**config.mk**
```make
export PLATFORM = sky130hd
export DESIGN_NAME = uart_tx_flat
export DESIGN_NICKNAME = d
export VERILOG_FILES = /design/src/rtl/uart_tx_if.sv /design/src/rtl/uart_tx.sv /design/src/flat_wrapper.sv
export SDC_FILE = /design/constraint.sdc
export NUM_CORES = 1
export LEC_CHECK = 0
export ABC_AREA = 1
export ABC_CLOCK_PERIOD_IN_PS = 2300
export CORE_ASPECT_RATIO = 0.75
export CORE_MARGIN = 3
export CORE_UTILIZATION = 57
export DETAILED_ROUTE_END_ITERATION = 7
export HOLD_SLACK_MARGIN = 0.08
export MAX_ROUTING_LAYER = met4
export PLACE_DENSITY = 0.9
export SYNTH_ARGS = -nofsm -noshare
export SYNTH_HDL_FRONTEND = slang
export SYNTH_SLANG_ARGS = --single-unit
```
**constraint.sdc**
```tcl
create_clock -name i_clk -period 2.3 [get_ports i_clk]
set_input_delay 0.46 -clock i_clk [delete_from_list [all_inputs] [get_ports i_clk]]
set_output_delay 0.46 -clock i_clk [all_outputs]
set_load 0.005 [all_outputs]
```
**src/rtl/uart_tx_if.sv**
```systemverilog
// -----------------------------------------------------------------------------
// uart_tx_if -- handshake/line bundle between a byte source and uart_tx.
//
// Signals:
//   i_tx_start  start request (source -> transmitter)
//   i_data      byte to send, N_DATA bits (source -> transmitter)
//   o_tx        serial line, idle high (transmitter -> line)
//   o_busy      frame in progress (transmitter -> source)
//   o_tx_done   one-cycle end-of-frame pulse (transmitter -> source)
//
// Modports:
//   master  the byte source (drives start/data, observes status)
//   slave   the transmitter itself
// -----------------------------------------------------------------------------
interface uart_tx_if #(
    parameter int N_DATA = 8
);
    logic              i_tx_start;
    logic [N_DATA-1:0] i_data;
    logic              o_tx;
    logic              o_busy;
    logic              o_tx_done;

    modport master (
        output i_tx_start,
        output i_data,
        input  o_tx,
        input  o_busy,
        input  o_tx_done
    );

    modport slave (
        input  i_tx_start,
        input  i_data,
        output o_tx,
        output o_busy,
        output o_tx_done
    );
endinterface

```
**src/rtl/uart_tx.sv**
```systemverilog
// -----------------------------------------------------------------------------
// uart_tx -- 8N1-style UART transmitter, LSB first, 16x-oversampled ticks.
//
// Sits downstream of the BIP result path. One byte is accepted per start
// strobe while idle and serialized on o_tx; a one-cycle o_tx_done pulse marks
// the first idle cycle after the stop bit. The tick divider is internal.
//
// Ports:
//   i_clk    system clock, rising edge
//   i_reset  synchronous, active-high reset (priority over everything)
//   tx_if    uart_tx_if.slave: i_tx_start, i_data in; o_tx, o_busy,
//            o_tx_done out (all outputs registered)
//
// Parameters:
//   N_DATA         data bits per frame
//   N_STOP_TICKS   stop length in ticks (16 = 1 stop bit, 32 = 2)
//   CLK_PER_TICK   clock cycles per oversampling tick, >= 1
//   TICKS_PER_BIT  ticks per start/data bit
// -----------------------------------------------------------------------------
module uart_tx #(
    parameter int N_DATA        = 8,
    parameter int N_STOP_TICKS  = 16,
    parameter int CLK_PER_TICK  = 326,
    parameter int TICKS_PER_BIT = 16
) (
    input  logic     i_clk,
    input  logic     i_reset,
    uart_tx_if.slave tx_if
);

    localparam int DIV_W  = (CLK_PER_TICK > 1) ? $clog2(CLK_PER_TICK) : 1;
    localparam int TMAX   = (TICKS_PER_BIT > N_STOP_TICKS) ? TICKS_PER_BIT : N_STOP_TICKS;
    localparam int TCNT_W = (TMAX > 1) ? $clog2(TMAX) : 1;
    localparam int BCNT_W = (N_DATA > 1) ? $clog2(N_DATA) : 1;

    localparam logic [DIV_W-1:0]  DIV_ZERO  = DIV_W'(0);
    localparam logic [DIV_W-1:0]  DIV_ONE   = DIV_W'(1);
    localparam logic [DIV_W-1:0]  DIV_LAST  = DIV_W'(CLK_PER_TICK - 1);
    localparam logic [TCNT_W-1:0] TCNT_ZERO = TCNT_W'(0);
    localparam logic [TCNT_W-1:0] TCNT_ONE  = TCNT_W'(1);
    localparam logic [TCNT_W-1:0] BIT_LAST  = TCNT_W'(TICKS_PER_BIT - 1);
    localparam logic [TCNT_W-1:0] STOP_LAST = TCNT_W'(N_STOP_TICKS - 1);
    localparam logic [BCNT_W-1:0] BCNT_ZERO = BCNT_W'(0);
    localparam logic [BCNT_W-1:0] BCNT_ONE  = BCNT_W'(1);
    localparam logic [BCNT_W-1:0] DATA_LAST = BCNT_W'(N_DATA - 1);
    localparam logic [N_DATA-1:0] SH_ZERO   = N_DATA'(0);

    localparam logic [1:0] ST_IDLE  = 2'd0;
    localparam logic [1:0] ST_START = 2'd1;
    localparam logic [1:0] ST_DATA  = 2'd2;
    localparam logic [1:0] ST_STOP  = 2'd3;

    logic [1:0]        state_r;
    logic [DIV_W-1:0]  div_r;
    logic [TCNT_W-1:0] tcnt_r;
    logic [BCNT_W-1:0] bcnt_r;
    logic [N_DATA-1:0] shreg_r;
    logic [N_DATA-1:0] shreg_nx_s;
    logic              tx_r;
    logic              busy_r;
    logic              done_r;
    logic              tick_s;

    // Tick strobe on the divider's terminal count; with CLK_PER_TICK = 1 the
    // divider is permanently zero and this fires every cycle.
    assign tick_s     = (div_r == DIV_LAST);
    assign shreg_nx_s = shreg_r >> 1'b1;

    // Tick divider: parked at zero in IDLE so each start bit has exact width.
    always_ff @(posedge i_clk) begin
        if (i_reset) begin
            div_r <= DIV_ZERO;
        end else if ((state_r == ST_IDLE) || tick_s) begin
            div_r <= DIV_ZERO;
        end else begin
            div_r <= div_r + DIV_ONE;
        end
    end

    // Frame sequencer: the line value is registered one cycle ahead of each
    // state change so o_tx switches exactly when the new bit period begins.
    always_ff @(posedge i_clk) begin
        if (i_reset) begin
            state_r <= ST_IDLE;
            tcnt_r  <= TCNT_ZERO;
            bcnt_r  <= BCNT_ZERO;
            shreg_r <= SH_ZERO;
            tx_r    <= 1'b1;
            busy_r  <= 1'b0;
            done_r  <= 1'b0;
        end else begin
            done_r <= 1'b0;
            case (state_r)
                ST_IDLE: begin
                    if (tx_if.i_tx_start) begin
                        shreg_r <= tx_if.i_data;
                        tcnt_r  <= TCNT_ZERO;
                        bcnt_r  <= BCNT_ZERO;
                        tx_r    <= 1'b0;
                        busy_r  <= 1'b1;
                        state_r <= ST_START;
                    end
                end
                ST_START: begin
                    if (tick_s) begin
                        if (tcnt_r == BIT_LAST) begin
                            tcnt_r  <= TCNT_ZERO;
                            bcnt_r  <= BCNT_ZERO;
                            tx_r    <= shreg_r[0];
                            state_r <= ST_DATA;
                        end else begin
                            tcnt_r <= tcnt_r + TCNT_ONE;
                        end
                    end
                end
                ST_DATA: begin
                    if (tick_s) begin
                        if (tcnt_r == BIT_LAST) begin
                            tcnt_r  <= TCNT_ZERO;
                            shreg_r <= shreg_nx_s;
                            bcnt_r  <= bcnt_r + BCNT_ONE;
                            if (bcnt_r == DATA_LAST) begin
                                tx_r    <= 1'b1;
                                state_r <= ST_STOP;
                            end else begin
                                tx_r <= shreg_nx_s[0];
                            end
                        end else begin
                            tcnt_r <= tcnt_r + TCNT_ONE;
                        end
                    end
                end
                ST_STOP: begin
                    if (tick_s) begin
                        if (tcnt_r == STOP_LAST) begin
                            tcnt_r  <= TCNT_ZERO;
                            busy_r  <= 1'b0;
                            done_r  <= 1'b1;
                            state_r <= ST_IDLE;
                        end else begin
                            tcnt_r <= tcnt_r + TCNT_ONE;
                        end
                    end
                end
                default: begin
                    tx_r    <= 1'b1;
                    busy_r  <= 1'b0;
                    state_r <= ST_IDLE;
                end
            endcase
        end
    end

    assign tx_if.o_tx      = tx_r;
    assign tx_if.o_busy    = busy_r;
    assign tx_if.o_tx_done = done_r;

endmodule

```
**src/flat_wrapper.sv**
```systemverilog
// flat-port wrapper written by rule: the top's interface ports become plain ports
module uart_tx_flat 
#(
    parameter int N_DATA        = 8,
    parameter int N_STOP_TICKS  = 16,
    parameter int CLK_PER_TICK  = 326,
    parameter int TICKS_PER_BIT = 16
)
  (i_clk, i_reset, tx_if_i_tx_start, tx_if_i_data, tx_if_o_tx, tx_if_o_busy, tx_if_o_tx_done);
  uart_tx_if #(.N_DATA(N_DATA)) tx_if_i ();
  input  logic i_clk;
  input  logic i_reset;
  input wire logic [$bits(tx_if_i.i_tx_start)-1:0] tx_if_i_tx_start;
  input wire logic [$bits(tx_if_i.i_data)-1:0] tx_if_i_data;
  output wire logic [$bits(tx_if_i.o_tx)-1:0] tx_if_o_tx;
  output wire logic [$bits(tx_if_i.o_busy)-1:0] tx_if_o_busy;
  output wire logic [$bits(tx_if_i.o_tx_done)-1:0] tx_if_o_tx_done;
  assign tx_if_i.i_tx_start = tx_if_i_tx_start;
  assign tx_if_i.i_data = tx_if_i_data;
  assign tx_if_o_tx = tx_if_i.o_tx;
  assign tx_if_o_busy = tx_if_i.o_busy;
  assign tx_if_o_tx_done = tx_if_i.o_tx_done;
  uart_tx #(.N_DATA(N_DATA), .N_STOP_TICKS(N_STOP_TICKS), .CLK_PER_TICK(CLK_PER_TICK), .TICKS_PER_BIT(TICKS_PER_BIT)) u_core (.i_clk(i_clk), .i_reset(i_reset), .tx_if(tx_if_i));
endmodule
```
* Word level (Yosys, flattened, before mapping)
Index checks and enable logic that the tools add are counted.
** Word-level totals
- Flip-flop bits (word level) :: 29
- Bits in latches :: 0
- RAM bits :: 0
- ROM bits :: 0
- Input port bits :: 11
- Output and inout port bits :: 3
- Word-level logic and storage cells :: 76
- Memories kept :: 0
** Operators by class
- $add $sub $neg :: 3
- Multiply operators :: 0
- Divide/modulo/power cells :: 0
- Order comparisons :: 0
- Eq/ne operators :: 15
- Shifts and indexed selects :: 0
- Muxes and demuxes :: 35
- Bitwise gates (word level) :: 2
- Reductions and logical operators :: 13
** Operators with widths (count)
- $mux W8 :: 3
- $mux W2 :: 8
- $ne A2 B1 Y1 const B :: 8
- $pmux W8 S2 :: 1
- $mux W3 :: 5
- $mux W4 :: 3
- $mux W1 :: 10
- $add A9 B1 Y9 const B :: 1
- $eq A9 B9 Y1 const B :: 1
- $pmux W3 S3 :: 1
- $pmux W2 S4 :: 1
- $pmux W4 S2 :: 1
- $reduce_and A4 Y1 :: 2
- $reduce_and A8 Y1 :: 1
- $reduce_and A6 Y1 :: 1
- $reduce_or A3 Y1 :: 2
- $add A4 B1 Y4 const B :: 1
- $eq A2 B2 Y1 const B :: 2
- $eq A4 B4 Y1 const B :: 1
- $reduce_bool A2 Y1 :: 2
- $add A3 B1 Y3 const B :: 1
- $eq A3 B3 Y1 const B :: 1
- $pmux W1 S3 :: 1
- $reduce_bool A3 Y1 :: 1
- other kinds (8) :: 9

* Depth between registers and ports, before layout
Gate-level depths: netlist of the first run.
- Word-level depth :: 5
- Gate-level depth with buffers :: 10
- Gate-level depth less buffers :: 10

* Least setup slack after synthesis of the first run
Ideal clock, no wire load.
- Path type :: reg2reg
- Start :: register u_core.state_r[0]
- End :: register u_core.state_r[0]
- Setup time :: 115 ps
- Arrival time :: 1468 ps
- Data required time :: 2185 ps
- Setup slack :: 717 ps
- Stages on the path, launching flop included :: 11
- Buffers on the path :: 1
- Clock period less this slack :: 1583 ps
- Cell sequence :: dfxtp_1 inv_1 ha_1 buf_6 inv_2 or2_1 nand3_1 a21oi_1 nand3_1 nand2_1 nor2_1
** Between the ends
- Cells in the longest elaborated chain, start to end :: 3
- Elaborated cells between the ends (all ways) :: 14
- Those cells by class :: eq/ne (11); mux (1); reduce/logical (2)
** RTL lines
- from (decl) :: RTL line uart_tx.sv:53 : logic [1:0] state_r;
- from (signal assigned) :: RTL line uart_tx.sv:84 : state_r <= ST_IDLE;
- from (signal assigned) :: RTL line uart_tx.sv:101 : state_r <= ST_START;
- from (signal assigned) :: RTL line uart_tx.sv:110 : state_r <= ST_DATA;
- $eq A2 B2 Y1 (tied with other cells) :: RTL line uart_tx.sv:93 : case (state_r)
- $ne A2 B1 Y1 (no source line) or $ne A2 B2 Y1 (tied branches)
- $reduce_and A8 Y1 (no source line)
Several ways; a longest one is shown, not always the timed one.
A chain may end at the register's enable or synchronous reset.

* Worst setup path in the final report of the first run
- Start :: register u_core.state_r[0]
- End :: register u_core.state_r[1]
Same word-level chain as after synthesis.

==> results of run 1 <==
registers in the layout, indices dropped and copies added (netlist names):
signal and flops:
u_core.bcnt_r 3, u_core.tx_if.o_busy 1, u_core.tcnt_r 4, u_core.div_r 9
u_core.state_r 2, u_core.tx_if.o_tx 1, u_core.shreg_r 8, u_core.tx_if.o_tx_done 1
cells in the final DEF (no fill, tap or decap):
master           count
a21oi_1             16
a31oi_1              1
buf_4                2
bufinv_16            1
clkbuf_1             1
clkbuf_8             6
clkdlybuf4s50_1     13
clkinv_1             1
clkinv_2             1
dfxtp_1             29
ha_1                11
inv_1               28
inv_2                1
nand2_1             60
nand2_2              6
nand2_4              1
nand3_1             15
nand3_2              3
nand3_4              1
nand4_1             13
nor2_1              21
nor2_2               1
nor2_4               1
nor3_1               5
nor3b_1              2
o21ai_0              4
o21ai_1              1
o21bai_1             1
or2_1                1
xor2_1               2
worst register-to-register path, delay by kind of cell, from the launching register on:
kind	cells	cell delay (ns)
adder cells (fa/ha/maj)	1	0.35
flip-flops	1	0.43
AO/OA/AOI/OAI	1	0.27
buffers and inverters	2	0.33
AND/OR/NAND/NOR	5	0.45
final cells by class:
cell class	count	area, um^2	area share
Clock buffer	7	86.3	0.0455
Clock inverter	1	30.0	0.0158
Inverter	31	118	0.0619
Multi-Input combinational cell	166	895	0.471
Sequential cell	29	581	0.306
Tap cell	36	45.0	0.0237
Timing Repair Buffer	15	145	0.0764
where the power goes:
part           internal (mW)  leakage [nW]  total [mW]  switching, mW
combinational          0.305         0.567       0.810          0.506
clock                  0.353        0.0585       0.554          0.201
sequential             0.629         0.237       0.720         0.0915
total                   1.29         0.862        2.08          0.798
stage by stage:
stage | util | hold slack (ns) | power (mW)
after floorplan | - | 0.433 | 1.34
after global placement | 0.670 | 0.441 | 1.50
after detailed placement | 0.670 | 0.456 | 1.52
after CTS | 0.713 | 0.471 | 2.08
after global routing | 0.713 | 0.480 | 2.25
final | 0.713 | 0.463 | 2.08
layer usage:
layer  routed length, um  up-vias
met1                1660      660
met2                1440       40
li1                    -      778
met4                  58        0
met3                 188        5
met5                   0        -
kinds of logic after synthesis:
| group | count (synthesis) | share of synthesized area |
|---|---|---|
| compound gates | 23 | 0.0732 |
| flops | 29 | 0.357 |
| fa+ha+maj | 11 | 0.0847 |
| xor+xnor | 2 | 0.0108 |
| buf+inv | 35 | 0.0917 |
| simple gates | 130 | 0.382 |
worst max-delay path by stage:
stage                 startpoint                end  slack [ns]
2_1_floorplan  u_core.state_r[0]  u_core.state_r[0]        0.72
3_3_place_gp    tx_if_i_tx_start  u_core.state_r[1]        0.48
3_5_place_dp   u_core.state_r[0]  u_core.state_r[1]        0.41
4_1_cts        u_core.state_r[0]  u_core.state_r[1]        0.40
5_1_grt        u_core.state_r[0]  u_core.state_r[0]        0.08
6_report       u_core.state_r[0]  u_core.state_r[1]        0.35
==> flow_summary.ini, run 1 <==
[yosys]
synth.top_cell.area_share = 0.357
synth_fp_nets = 252
synthDistinctLibCells = 28
ys_top_cells_by_count = nand2_1 (60), dfxtp_1 (29), inv_1 (28)
ys.flop_type = dfxtp_1
synth_area_leaders = dfxtp_1 (36%), nand2_1 (14%), ha_1 (8.5%)
yosysMostFrequentCell = nand2_1
synth_largest_area_cell = dfxtp_1
synthArstFlopShare = 0
synth_edf_count = 0
synth_warnings = 0
ys_seq_elements = 29
synth_area_um2 = 1620
ys_seq_area_frac = 0.357
syn_area_per_cell_um2 = 7.06
syn_inst = 230

[critical_path]
start_kind = flip-flop
worstPathArrival_ns = 2.13
path_delay_family = simple AND/OR/NAND/NOR gates
ff2ff_path_depth = 9
end_kind = flip-flop
r2r_end = u_core.state_r[1]
max_stage_delay_ns = 0.43
critical_path_class = flip-flop to flip-flop
crit_top_cell = nand3_1
r2r_slack_ns = 0.35
path_depth = 9
cp_data_required_time_ns = 2.48
crit_buf_inv = 2
critical_path.cell_chain = inv_1 > ha_1 > inv_2 > or2_1 > nand3_1 > a21oi_1 > nand3_1 > nand2_1 > nor2_1
path_max_fanout = 10
r2r-start = u_core.state_r[0]
crit_slowest_cell = dfxtp_1

[timing]
slew-limit-headroom = 0.718
tightest_slew_ns = 0.419
skew_ns = 0.00915
max_freq_mhz = 514
setup_viol_count_final = 0
period_minus_slack_ns = 1.95
rsz0062_at_grt = no
setup_tns_ns = 0
layout_setup_ws_ns = 0.353
slew_violations = 0
finalHoldViolCount = 0
min_period_over_period = 0.846

[flow_run]
drv_cap = 0

[clocking]
cts_sinks = 29
root_buffer = clkbuf_8
ctsResizeCount = 0
cts_buffers = 5
cts_hold_buffers = 0
clockBufferDepth = 2
clk_pin_slew_ns = 0.06
htreeDepth = 2
post_cts_buffers = 0
clk_latency_ns = 0.29
cts_tree = done

[finish]
fin_area_um2 = 1900
nets = 270
fin_cells = 285
drive_gt1_frac = 0.0964
fill_cells = 213
antenna_cells_inserted = 0
area_growth_pct = 16.9

[floorplanning]
dieArea_um2 = 3530
core_um2 = 2660
start_util = 0.610
pin_count = 14
die_width_um = 67.6
die_h_um = 52.2
row_count = 16

[drt]
drtPass1Iterations = 4
dr.first_iter.drc_count = 104
drt-wirelength-per-cell_um = 11.7
drc = 0
ant_nets = 0
vias_per_cell = 5.20
vias = 1483
wl_mm = 3.35

[power]
leakage_nw = 0.862
p_per_area_nw_per_um2 = 1100
vdd_drop_max_v = 0.000633

[hold_path]
whs_endpoint = u_core.div_r[0]
hp-class = flip-flop to flip-flop
whs_path_depth = 1
min_from = u_core.div_r[0]

[global_routing]
grt_antenna_before_repair = 0
grt_pass1_wl_mm = 5.69
grt_use_total = 0.226
grt_max_degree = 14
overflow = 0
use_met2 = 0.339
grt_pass1_vias = 1316
met1_usage = 0.278
grtUsageMet3 = 0.0858
gr-max-usage-layer = met2

[place]
gp_congestion = 0.878
placed_area_um2 = 1780
port_buffers = 13
hpwl_mm = 2.44
detailedPlace.worstSlack_ns = 0.411
dp_cells = 277

[run_status]
status = finished clean
Note: power is estimated with default switching activity, not from simulation.
==> inputs of run 2 (changes only) <==
Settings changed: ABC_CLOCK_PERIOD_IN_PS 2300 to 1950.
Clock period 2.3 ns to 1.95 ns, I/O delays scaled along.
==> flow_summary.ini, run 2 (synthesized netlist as in run 1, its figures left out) <==
[run_status]
status = finished clean

[floorplanning]
row_count = 16
start_util = 0.610
core_um2 = 2660
pin_count = 14
die_h_um = 52.2
die_width_um = 67.6
dieArea_um2 = 3530

[power]
vdd_drop_max_v = 0.000970
leakage_nw = 0.867
p_per_area_nw_per_um2 = 1300

[place]
gp_congestion = 0.867
dp_cells = 278
hpwl_mm = 2.42
port_buffers = 13
placed_area_um2 = 1790

[finish]
fin_area_um2 = 1910
final_common_cell = nand2_1
fill_cells = 201
area_growth_pct = 17.6
largest_reg_flops = 9
layout_common_cells = nand2_1 (60), dfxtp_1 (29), inv_1 (28)
top_regs = u_core.div_r x9, u_core.shreg_r x8, u_core.tcnt_r x4
top_register = u_core.div_r
antenna_cells_inserted = 0
fin_cells = 286
fin_util = 0.718
drive_gt1_frac = 0.104
nets = 271

[drt]
drt-wirelength-per-cell_um = 11.8
wl_mm = 3.36
drtPass1Iterations = 4
vias = 1530
drc = 0
ant_nets = 0
dr.first_iter.drc_count = 75
vias_per_cell = 5.35

[global_routing]
grt_antenna_before_repair = 0
grt_pass1_wl_mm = 5.62
overflow = 0
grt_max_degree = 14
grt_pass1_vias = 1344
grt_use_total = 0.221

[flow_run]
drv_cap = 0

[critical_path]
critical_path_class = flip-flop to flip-flop
cp_data_required_time_ns = 2.13
r2r_end = u_core.shreg_r[7]
r2r-start = u_core.state_r[0]
ff2ff_path_depth = 9
worstPathArrival_ns = 1.96
r2r_slack_ns = 0.17
start_kind = flip-flop
path_max_fanout = 9
end_kind = flip-flop

[clocking]
cts_tree = done
clk_latency_ns = 0.29
htreeDepth = 2
cts_sinks = 29
clockBufferDepth = 2
ctsResizeCount = 0
root_buffer = clkbuf_8
cts_hold_buffers = 0
clk_pin_slew_ns = 0.07
post_cts_buffers = 0
cts_buffers = 5

[timing]
rsz0062_at_grt = no
tightest_slew_ns = 0.424
skew_ns = 0.0103
finalHoldViolCount = 0
setup_viol_count_final = 0
slew_violations = 0
max_freq_mhz = 562
slew-limit-headroom = 0.714
min_period_over_period = 0.912
period_minus_slack_ns = 1.78
timing.hold.ws_ns = 0.463
setup_tns_ns = 0

[hold_path]
min_from = u_core.tx_if.o_tx
hp-class = flip-flop to flip-flop
whs_path_depth = 2
whs_endpoint = u_core.tx_if.o_tx
## run 2: cell type report
| cell class | count | area [um^2] | share of cell area |
|---|---|---|---|
| clock buffer | 7 | 86.3 | 0.0452 |
| clock inverter | 1 | 30.0 | 0.0157 |
| inverter | 31 | 118 | 0.0616 |
| multi-input combinational | 166 | 898 | 0.470 |
| sequential | 29 | 581 | 0.304 |
| tap | 36 | 45.0 | 0.0236 |
| timing repair buffer | 16 | 153 | 0.0799 |
## run 2: how the worst max path moves through the flow
stage	from	to	slack, ns	cells after the start
final	u_core.state_r[0]	u_core.shreg_r[7]	0.17	9
after global routing	u_core.state_r[0]	u_core.shreg_r[7]	0.03	9
after CTS	u_core.state_r[0]	u_core.shreg_r[7]	0.19	9
after detailed placement	tx_if_i_tx_start	u_core.state_r[0]	0.15	8
after global placement	tx_if_i_tx_start	u_core.state_r[1]	0.20	8
after floorplan	u_core.state_r[0]	u_core.state_r[0]	0.37	10
## run 2: routing by layer
metal | part of all wire | GRT usage
met3 | 0.065 | 0.0665
met1 | 0.48 | 0.274
met4 | 0.028 | 0.118
met2 | 0.42 | 0.321
met5 | 0 | -
## run 2: worst max-delay path, stage by stage, from the launching register on
cell and delay [ns]:
dfxtp_1 0.35, inv_1 0.13, ha_1 0.38, nand2_1 0.14, nand2_2 0.12, clkinv_2 0.14
nand3_4 0.16, nand2_1 0.08, o21ai_1 0.11, nor2_1 0.06
## run 2: where the power goes
part           internal, mW  leakage [nW]  total, mW  switching [mW]
Combinational         0.370         0.571      0.985           0.615
Clock                 0.416        0.0585      0.654           0.238
Sequential            0.742         0.237      0.847           0.106
## run 2: metrics by stage
step	power (mW)	worst slack [ns]
finish	2.49	0.171
global route	2.66	0.0321
CTS	2.47	0.187
detailed placement	1.81	0.146
global placement	1.77	0.202
floorplan	1.59	0.367
==> inputs of run 3 (changes only) <==
Settings changed: CAP_MARGIN set to 20, PLACE_DENSITY 0.9 to 0.79.
==> flow_summary.ini, run 3 (synthesized netlist as in run 1, its figures left out) <==
[run_status]
status = finished clean

[flow_run]
drv_cap = 0

[clocking]
root_buffer = clkbuf_8
cts_buffers = 5
cts_hold_buffers = 0
clockBufferDepth = 2
htreeDepth = 2
post_cts_buffers = 0
clk_pin_slew_ns = 0.06
ctsResizeCount = 0
cts_sinks = 29
clk_latency_ns = 0.28
cts_tree = done

[timing]
timing.hold.ws_ns = 0.468
finalHoldViolCount = 0
slew-limit-headroom = 0.660
setup_tns_ns = 0
max_freq_mhz = 570
period_minus_slack_ns = 1.75
min_period_over_period = 0.899
setup_viol_count_final = 0
rsz0062_at_grt = no
tightest_slew_ns = 0.505
layout_setup_ws_ns = 0.196
slew_violations = 0
skew_ns = 0.00650

[place]
gp_congestion = 0.842
hpwl_mm = 2.29
port_buffers = 13
dp_cells = 278
placed_area_um2 = 1790
detailedPlace.worstSlack_ns = 0.122

[power]
seqPwrFrac = 0.355
power_mw = 2.40
clock_power_share = 0.247
p_per_area_nw_per_um2 = 1270
sw_frac_of_total = 0.384
switching_power_uw = 922
p_comb_frac = 0.398
vdd_drop_max_v = 0.000631
intPower_mw = 1.48
leakage_nw = 0.862

[critical_path]
worstPathArrival_ns = 1.93
crit_start = u_core.state_r[0]
r2r-start = u_core.state_r[0]
cp_data_required_time_ns = 2.12
start_kind = flip-flop
critical_path_class = flip-flop to flip-flop
end_kind = flip-flop
path_max_fanout = 7
r2r_slack_ns = 0.20

[global_routing]
grt_pass1_wl_mm = 5.61
grt_use_total = 0.217
overflow = 0
grt_pass1_vias = 1325
grt_max_degree = 14
grt_antenna_before_repair = 0

[finish]
antenna_cells_inserted = 0
nets = 271
fin_cells = 285
final_common_cell = nand2_1
fin_area_um2 = 1890
area_growth_pct = 16.6
drive_gt1_frac = 0.100
layout_common_cells = nand2_1 (60), dfxtp_1 (29), inv_1 (28)
largest_reg_flops = 9
fin_util = 0.711
top_regs = u_core.div_r x9, u_core.shreg_r x8, u_core.tcnt_r x4
top_register = u_core.div_r

[floorplanning]
start_util = 0.610
row_count = 16
core_um2 = 2660
die_h_um = 52.2
pin_count = 14
die_width_um = 67.6
dieArea_um2 = 3530

[hold_path]
hp-class = flip-flop to flip-flop
min_from = u_core.shreg_r[3]

[drt]
drtPass1Iterations = 4
wl_mm = 3.13
vias = 1464
drt-wirelength-per-cell_um = 11.0
dr.first_iter.drc_count = 103
drc = 0
ant_nets = 0
vias_per_cell = 5.14
run 3: cell count changes in the layout (fill, tap and decap cells not counted), sizes merged:
| cell | before | now |
|---|---|---|
| clkbuf | 7 | 5 |
| clkinv | 2 | 3 |
run 3: power by group through the flow:
stage | clock network, mW | registers, mW | logic (mW)
after floorplan | 0 | 0.834 | 0.752
after global placement | 0 | 0.855 | 0.921
after detailed placement | 0 | 0.859 | 0.948
after CTS | 0.599 | 0.848 | 0.955
after global routing | 0.624 | 0.867 | 1.10
final | 0.593 | 0.851 | 0.955
run 3: path summary, 6_finish.rpt:
check                      end  cells past startpoint
max          u_core.state_r[1]                      8
min          u_core.shreg_r[3]                      2
max reg2reg  u_core.state_r[1]                      8
min reg2reg  u_core.shreg_r[3]                      2
run 3: routing by layer:
metal,vias up,global-route usage,share of wire
li1,781,-,-
met1,644,0.287,0.49
met2,32,0.320,0.43
met3,7,0.0579,0.057
met4,0,0.0741,0.017
met5,-,-,0
run 3: critical path, stage by stage, from the launching register on:
cell and delay, ns:
dfxtp_1 0.44, inv_1 0.12, ha_1 0.23, nand2_1 0.22
nand3_1 0.11, a21oi_1 0.28, nand3_1 0.12, nand2_1 0.09
nor2_1 0.04
run 3: cell type report:
class	count	area, um^2
Multi-Input combinational cell	166	895
Fill cell	220	768
Sequential cell	29	581
Timing Repair Buffer	16	153
Inverter	31	118
Clock buffer	5	68.8
Tap cell	36	45.0
Clock inverter	2	35.0
